<file path="src/rtl/mem_bus_pkg.sv">
`default_nettype none
// ============================================================================
// Module      : mem_bus_pkg
// Description : Shared types and constants for the memory bus arbiter:
//               access size encodings, FSM state and port identifiers,
//               wait-counter width and an alignment helper.
// Revision    : 1.0 - initial release
// ============================================================================
package mem_bus_pkg;

  // Wait counter width; region wait states are limited to 0..15
  localparam int CNT_W = 4;

  // Access size encodings shared by requesters and the RAM
  localparam logic [1:0] SZ_BYTE  = 2'b00;
  localparam logic [1:0] SZ_HALF  = 2'b01;
  localparam logic [1:0] SZ_WORD  = 2'b10;
  localparam logic [1:0] SZ_DWORD = 2'b11;

  typedef enum logic [1:0] {
    IDLE   = 2'd0,
    ACCESS = 2'd1,
    RESP   = 2'd2
  } state_t;

  typedef enum logic {
    PORT_F = 1'b0,
    PORT_D = 1'b1
  } port_t;

  // True when the low address bits are not aligned to the access size
  function automatic logic misaligned(input logic [2:0] lo, input logic [1:0] size);
    logic bad;
    bad = 1'b0;
    case (size)
      SZ_BYTE:  bad = 1'b0;
      SZ_HALF:  bad = (lo[0] != 1'b0);
      SZ_WORD:  bad = (lo[1:0] != 2'b00);
      SZ_DWORD: bad = (lo != 3'b000);
      default:  bad = 1'b0;
    endcase
    return bad;
  endfunction

endpackage
`default_nettype wire

</file>
<file path="src/rtl/mem_req_check.sv">
`default_nettype none
// ============================================================================
// Module      : mem_req_check
// Description : Combinational request decoder. Classifies the target region
//               (RAM at or above RAM_BASE, ROM below) and flags illegal
//               accesses: misaligned for the size, or a store into ROM.
// Revision    : 1.0 - initial release
// ============================================================================
module mem_req_check
  import mem_bus_pkg::*;
#(
  parameter logic [31:0] RAM_BASE = 32'h0001_0000
) (
  input  logic [31:0] addr_i,
  input  logic [1:0]  size_i,
  input  logic        we_i,
  output logic        is_ram_o,
  output logic        illegal_o
);

  // Region decode and legality check of the arbitration winner's request
  always_comb begin
    is_ram_o  = (addr_i >= RAM_BASE);
    illegal_o = misaligned(addr_i[2:0], size_i) | (we_i & ~is_ram_o);
  end

endmodule
`default_nettype wire

</file>
<file path="src/rtl/mem_bus_arbiter.sv">
`default_nettype none
// ============================================================================
// Module      : mem_bus_arbiter
// Description : Shares the memory bus between the instruction-fetch port (F)
//               and the load/store port (D). Decodes ROM/RAM, rejects illegal
//               accesses, inserts per-region wait states and returns read
//               data through a req/gnt/done handshake.
//               Optional macro ARB_ROUND_ROBIN_EN: ties alternate between
//               ports via a last_grant register; otherwise D beats F.
// Revision    : 1.0 - initial release
// ============================================================================
module mem_bus_arbiter
  import mem_bus_pkg::*;
#(
  parameter logic [31:0] RAM_BASE = 32'h0001_0000,
  parameter int unsigned ROM_WAIT = 1,
  parameter int unsigned RAM_WAIT = 2
) (
  input  logic        clock,
  input  logic        reset,
  // fetch port
  input  logic        f_req,
  input  logic [31:0] f_addr,
  output logic        f_gnt,
  output logic        f_done,
  output logic [63:0] f_rdata,
  output logic        f_err,
  // data port
  input  logic        d_req,
  input  logic        d_we,
  input  logic [1:0]  d_size,
  input  logic [31:0] d_addr,
  input  logic [63:0] d_wdata,
  output logic        d_gnt,
  output logic        d_done,
  output logic [63:0] d_rdata,
  output logic        d_err,
  // memory bus
  output logic [31:0] mem_address,
  output logic [63:0] mem_wdata,
  output logic        mem_wdata_oe,
  input  logic [63:0] mem_rdata,
  output logic        ram_cs,
  output logic        ram_write_en,
  output logic        ram_read,
  output logic [1:0]  ram_size,
  output logic        rom_cs,
  output logic        rom_oe,
  output logic        busy
);

  localparam logic [CNT_W-1:0] c_ROM_WAIT = CNT_W'(ROM_WAIT);
  localparam logic [CNT_W-1:0] c_RAM_WAIT = CNT_W'(RAM_WAIT);

  state_t           state_q,   state_d;
  port_t            port_q,    port_d;
  logic             is_ram_q,  is_ram_d;
  logic             we_q,      we_d;
  logic [1:0]       size_q,    size_d;
  logic             err_q,     err_d;
  logic             first_q,   first_d;
  logic [CNT_W-1:0] cnt_q,     cnt_d;
  logic [31:0]      addr_q,    addr_d;
  logic [63:0]      wdata_q,   wdata_d;
  logic [63:0]      f_rdata_q, f_rdata_d;
  logic [63:0]      d_rdata_q, d_rdata_d;

  // Winner of arbitration and its operands (only meaningful in IDLE)
  logic        w_sel_d;
  logic [31:0] w_addr;
  logic [1:0]  w_size;
  logic        w_we;
  logic [63:0] w_wdata;
  logic        w_is_ram;
  logic        w_illegal;
  logic [63:0] w_capture;

`ifdef ARB_ROUND_ROBIN_EN
  port_t last_grant_q, last_grant_d;

  // On a tie, serve the port that did not win last time
  assign w_sel_d = d_req & (~f_req | (last_grant_q == PORT_F));
`else
  // Fixed priority: D always beats F
  assign w_sel_d = d_req;
`endif

  // Fetches are always word-sized loads
  assign w_addr  = w_sel_d ? d_addr  : f_addr;
  assign w_size  = w_sel_d ? d_size  : SZ_WORD;
  assign w_we    = w_sel_d ? d_we    : 1'b0;
  assign w_wdata = w_sel_d ? d_wdata : 64'd0;

  mem_req_check #(
    .RAM_BASE (RAM_BASE)
  ) u_check (
    .addr_i    (w_addr),
    .size_i    (w_size),
    .we_i      (w_we),
    .is_ram_o  (w_is_ram),
    .illegal_o (w_illegal)
  );

  // State and datapath registers with synchronous reset
  always_ff @(posedge clock) begin
    if (reset) begin
      state_q   <= IDLE;
      port_q    <= PORT_F;
      is_ram_q  <= 1'b0;
      we_q      <= 1'b0;
      size_q    <= 2'b00;
      err_q     <= 1'b0;
      first_q   <= 1'b0;
      cnt_q     <= '0;
      addr_q    <= 32'd0;
      wdata_q   <= 64'd0;
      f_rdata_q <= 64'd0;
      d_rdata_q <= 64'd0;
`ifdef ARB_ROUND_ROBIN_EN
      last_grant_q <= PORT_F;
`endif
    end else begin
      state_q   <= state_d;
      port_q    <= port_d;
      is_ram_q  <= is_ram_d;
      we_q      <= we_d;
      size_q    <= size_d;
      err_q     <= err_d;
      first_q   <= first_d;
      cnt_q     <= cnt_d;
      addr_q    <= addr_d;
      wdata_q   <= wdata_d;
      f_rdata_q <= f_rdata_d;
      d_rdata_q <= d_rdata_d;
`ifdef ARB_ROUND_ROBIN_EN
      last_grant_q <= last_grant_d;
`endif
    end
  end

  // Next-state logic: arbitrate in IDLE, count wait states in ACCESS
  always_comb begin
    state_d   = state_q;
    port_d    = port_q;
    is_ram_d  = is_ram_q;
    we_d      = we_q;
    size_d    = size_q;
    err_d     = err_q;
    first_d   = 1'b0;
    cnt_d     = cnt_q;
    addr_d    = addr_q;
    wdata_d   = wdata_q;
    f_rdata_d = f_rdata_q;
    d_rdata_d = d_rdata_q;
    w_capture = we_q ? 64'd0 : mem_rdata;
`ifdef ARB_ROUND_ROBIN_EN
    last_grant_d = last_grant_q;
`endif

    case (state_q)
      IDLE: begin
        if (f_req | d_req) begin
          port_d = w_sel_d ? PORT_D : PORT_F;
`ifdef ARB_ROUND_ROBIN_EN
          last_grant_d = w_sel_d ? PORT_D : PORT_F;
`endif
          if (w_illegal) begin
            // Rejected without touching the bus; bus registers keep old values
            err_d   = 1'b1;
            state_d = RESP;
            if (w_sel_d) d_rdata_d = 64'd0;
            else         f_rdata_d = 64'd0;
          end else begin
            err_d    = 1'b0;
            state_d  = ACCESS;
            first_d  = 1'b1;
            is_ram_d = w_is_ram;
            we_d     = w_we;
            size_d   = w_size;
            addr_d   = w_addr;
            wdata_d  = w_wdata;
            cnt_d    = w_is_ram ? c_RAM_WAIT : c_ROM_WAIT;
          end
        end
      end
      ACCESS: begin
        if (cnt_q == '0) begin
          state_d = RESP;
          if (port_q == PORT_D) d_rdata_d = w_capture;
          else                  f_rdata_d = w_capture;
        end else begin
          cnt_d = cnt_q - CNT_W'(1);
        end
      end
      RESP: begin
        state_d = IDLE;
      end
      default: begin
        state_d = IDLE;
      end
    endcase
  end

  // Outputs decoded from registered state only
  logic w_in_access;
  logic w_in_resp;
  logic w_gnt;

  assign w_in_access = (state_q == ACCESS);
  assign w_in_resp   = (state_q == RESP);
  assign w_gnt       = (w_in_access & first_q) | (w_in_resp & err_q);

  assign f_gnt   = w_gnt & (port_q == PORT_F);
  assign d_gnt   = w_gnt & (port_q == PORT_D);
  assign f_done  = w_in_resp & (port_q == PORT_F);
  assign d_done  = w_in_resp & (port_q == PORT_D);
  assign f_err   = f_done & err_q;
  assign d_err   = d_done & err_q;
  assign f_rdata = f_rdata_q;
  assign d_rdata = d_rdata_q;

  assign mem_address  = addr_q;
  assign mem_wdata    = wdata_q;
  assign rom_cs       = w_in_access & ~is_ram_q;
  assign rom_oe       = w_in_access & ~is_ram_q;
  assign ram_cs       = w_in_access & is_ram_q;
  assign ram_read     = ram_cs & ~we_q;
  assign ram_write_en = ram_cs & we_q;
  assign mem_wdata_oe = ram_cs & we_q;
  assign ram_size     = ram_cs ? size_q : 2'b00;
  assign busy         = (state_q != IDLE);

endmodule
`default_nettype wire

</file>
<file path="config.mk">
export PLATFORM = sky130hd
export DESIGN_NAME = mem_bus_arbiter
export DESIGN_NICKNAME = d
export VERILOG_FILES = /design/src/rtl/mem_bus_pkg.sv /design/src/rtl/mem_req_check.sv /design/src/rtl/mem_bus_arbiter.sv
export SDC_FILE = /design/constraint.sdc
export NUM_CORES = 1
export LEC_CHECK = 0
export ABC_AREA = 1
export CORE_MARGIN = 4
export CORE_UTILIZATION = 40
export DETAILED_ROUTE_END_ITERATION = 7
export PLACE_DENSITY = 0.8
export SETUP_SLACK_MARGIN = 0.1
export SYNTH_ARGS = -nofsm -noshare
export SYNTH_HDL_FRONTEND = slang
export SYNTH_SLANG_ARGS = --single-unit
</file>
<file path="constraint.sdc">
create_clock -name clock -period 1.9 [get_ports clock]
set_clock_uncertainty 0.15 [all_clocks]
set_input_delay 0.19 -clock clock [delete_from_list [all_inputs] [get_ports clock]]
set_output_delay 0.19 -clock clock [all_outputs]
set_load 0.02 [all_outputs]
</file>
==> reports/summary.log <==
INFO  synth          post_synth_inst_count=1,686
INFO  sta            final_hold_viol_count=0
INFO  worst_setup_path crit_chain=inv_2, ha_4, nand2_4, nand2_4, nand2_4, a211oi_4, buf_12, buf_12, buf_12, buf_16, nand4_1, nand2_1, nor2_1
INFO  worst_setup_path worst-setup-path-type=flip-flop to flip-flop
INFO  synth          synth_top_area_cell=dfxtp_1
INFO  sta            period_minus_slack=2128ps
INFO  clock_network  clock_insertion_delay_worst_skew=530ps
INFO  clock_network  clk_transition_reported_paths=60ps
INFO  sta            worst_pin_slew=856.0ps
INFO  sta            final.setup.worst_slack=-228.2ps
INFO  hold_path      worst_hold_path_type=input pin to flip-flop
INFO  clock_network  hold_buffers=0
INFO  sta            setup_repair_after_global_routing_missed_its_margin=true
INFO  clock_network  clock_path_buffers=3
INFO  detailed_routing drt_iter0_markers=1,418
INFO  pwr            power.density_cell_area=989.2mW/mm2
INFO  synth          synth_nets=1,886
INFO  cells_and_area num-fill-cells=1,890
INFO  sta            fmaxAchievable=469.9MHz
INFO  worst_setup_path worst_path_largest_cell_delay=330ps
INFO  outcome        violations=negative setup slack
INFO  worst_setup_path cp.arrival=2400ps
INFO  cells_and_area syn2layout_area_growth=76.24%
INFO  pwr            power.ir.vdd_worst=0.0005972V
INFO  worst_setup_path setup.worst_path.end_class=flip-flop
INFO  synth          mappedNetlistArea=0.01089mm2
INFO  cells_and_area nets=2,380
INFO  synth          synthFlopType=dfxtp_1
INFO  synth          synth_xor_xnor_area_share=0.08046%
INFO  synth          synth.ff_latch_count=237
INFO  sta            timing.final.setup_violations=175
INFO  worst_setup_path critical_path.startpoint_type=flip-flop
INFO  clock_network  cts-buffers-inserted=26
INFO  die            die-height=173.0um
INFO  synth          synthesis.yosys.warnings=0
INFO  place          gpl.final_weighted_congestion=0.8870
INFO  sta            hold_ws=40.89ps
INFO  synth          synth-simple-area-share=40.32%
INFO  global_route   number_of_antenna_violations_at_the_first_check_in_global_routing=1
INFO  clock_network  cts.root.buffer_cell=clkbuf_16
INFO  detailed_routing detail_route.drc_violations=0
INFO  place          numPortBuffers=437
INFO  die            fp.coreArea=0.02688mm2
INFO  sta            part_of_the_cycle_the_worst_path_needs=112.0%
INFO  detailed_routing antenna_left=0
INFO  clock_network  cts_num_sinks=237
INFO  pwr            leakagePower=0.01036uW
INFO  place          pre_cts_ws=-383.3ps
INFO  detailed_routing detailroute.via_count=12,833
INFO  worst_setup_path critPathSlowestCell=dfxtp_2
INFO  sta            slew_viol_final=0
INFO  flow_run       maxCapViolCount=0
INFO  die            floorplan.die_area=0.02992mm2
INFO  cells_and_area final_layout_size_suffix_gt1_share=19.93%
INFO  synth          yosys-mux-area-fraction=0%
INFO  synth          synth_top_family_by_area=simple AND/OR/NAND/NOR gates
INFO  sta            timing.max_slew.rel_slack=42.94%
INFO  worst_setup_path crit_path_max_fo=7
INFO  outcome        result_of_the_run=finished with violations
INFO  clock_network  h_tree_depth=1
INFO  detailed_routing vias_per_cell=5.052
INFO  synth          post_synth.cell_area_avg=6.456um2
INFO  global_route   largest_net_degree_at_the_start_of_global_routing=80
INFO  global_route   grt_first_pass_wirelength=63.10mm
INFO  global_route   grt_pass1_vias=11,792
INFO  worst_setup_path family_with_the_most_delay_on_the_worst_path=buffers and inverters
INFO  die            io-pin-count=438
INFO  synth          synth_area_in_compound_gates=0.9885%
INFO  detailed_routing wire_per_inst=18.56um
INFO  detailed_routing drt_pass1_iterations=8
INFO  synth          synth_top_cell_area_share=43.59%
INFO  die            fp.dieW=173.0um
INFO  synth          synth_fa_ha_area_share=0.1149%
INFO  worst_setup_path required=2170ps
INFO  place          hpwlAfterDp=28.40mm
INFO  synth          post_synth_main_area_contributors=dfxtp_1 44%, nand2_1 23%, inv_1 9.1%
INFO  global_route   global_route.overflow_total=0
INFO  die            start_util=40.50%
INFO  die            floorplan.rows=60
INFO  clock_network  tritoncts=built
INFO  synth          synth.yosys.seq_area_share=43.59%
INFO  synth          synth-async-reset-ratio=0%
INFO  synth          number_of_enable_flip_flop_cells_after_synthesis=0
INFO  global_route   grt_use_total=25.59%
INFO  worst_setup_path cp.buffers_inverters=5
INFO  synth          netlist-cell-type-count=29
INFO  detailed_routing routed_wl=47.15mm
-- cell families (layout without fill, tap and decap cells) --
family / after synthesis / in the layout
AOI/OAI and AO/OA: 15 / 15
xor gates and xnor gates: 1 / 1
adders and majority gates: 1 / 1
buffers and inverters: 392 / 904
DFF: 237 / 237
other: 0 / 1
and+or+nand+nor: 1040 / 1040
-- worst reg2reg max path: cells and delay by family, from the launching register on --
kind / cells / cell delay, ps
AOI/OAI and AO/OA: 1 / 210
adders and majority gates: 1 / 160
and+or+nand+nor: 6 / 530
buffers and inverters: 5 / 650
DFF: 1 / 330
-- final cells by class --
type / count / area [um2] / area share, %
Clock inverter: 8 / 101.3 / 0.5283
Clock buffer: 38 / 757.0 / 3.946
Tap cell: 341 / 426.7 / 2.224
Sequential cell: 237 / 4752 / 24.77
Inverter: 280 / 1064 / 5.544
Multi-Input combinational cell: 1057 / 5494 / 28.64
Antenna cell: 1 / 2.502 / 0.01304
Timing Repair Buffer: 578 / 6588 / 34.34
-- cell usage after synthesis, types with 3 or more instances --
cell type / number
nand2_1: 662
inv_1: 265
dfxtp_1: 237
nor2_1: 167
nand4_1: 129
nand3_1: 70
buf_2: 46
clkbuf_1: 40
buf_4: 14
inv_2: 14
o21ai_0: 9
buf_1: 6
buf_6: 5
nand3_4: 3
nor2_2: 3
-- state kept, by name, summed over array words and instances (netlist names) --
register	count
port_q	1
d_rdata	64
size_q	2
cnt_q	4
we_q	1
state_q	2
f_rdata	64
is_ram_q	1
mem_address	32
first_q	1
err_q	1
mem_wdata	64
-- layer usage --
| metal | track usage [%] | wire length [um] | vias up |
|---|---|---|---|
| met5 | 0 | 0 | - |
| met2 | 47.45 | 24400 | 716 |
| met1 | 27.32 | 15980 | 5860 |
| met3 | 6.668 | 4135 | 170 |
| li1 | - | - | 6087 |
| met4 | 11.17 | 2648 | 0 |
-- repair_timing --
action / CTS / global route
pin swaps: 26 / 151
buffers inserted: 19 / 19
gates cloned: 13 / 21
endpoints found under the setup margin: 468 / 421
endpoints found under the hold margin: 0 / 0
gates resized for setup: 222 / 312
-- final timing paths --
kind / startpoint / endpoint / slack, ps / cells after the start
max: cnt_q[1] / f_rdata[52] / -230 / 13
min: d_req / mem_address[15] / 40 / 6
max reg2reg: cnt_q[1] / f_rdata[52] / -230 / 13
min reg2reg: mem_wdata[0] / mem_wdata[0] / 290 / 2
-- per-stage QoR --
step | instances | instance area, um2 | util, % | TNS [ps] | power (uW)
4_1_cts | 2503 | 17620 | 65.55 | -5437 | 18130
5_1_grt | 2540 | 19180 | 71.38 | -32500 | 19820
3_3_place_gp | 2425 | 15980 | 59.46 | -62970 | 12210
3_5_place_dp | 2425 | 15980 | 59.46 | -68500 | 12350
2_1_floorplan | 1686 | 11010 | - | 0 | 9654
6_report | 2540 | 19180 | 71.38 | -15220 | 18980
-- placed cells by master (no fill, tap or decap), types with 12 or more instances in the layout --
cell,synthesis,routed
nand2_1,662,552
clkdlybuf4s50_1,0,308
inv_1,265,245
dfxtp_1,237,233
nor2_1,167,147
nand4_1,129,129
dlymetal6s2s_1,0,64
nand2_2,1,62
nand3_2,2,57
buf_4,14,51
nand2_4,0,49
dlygate4sd2_1,0,49
clkbuf_16,0,40
buf_6,5,38
buf_12,0,35
inv_2,14,30
nor2_4,1,15
nand3_1,70,13
buf_16,0,12
-- power by group --
part | internal, uW | switching (uW)
combinational | 3530 | 4250
sequential | 5650 | 400
clock | 3030 | 2120
Power figures use the tool's default switching activity.
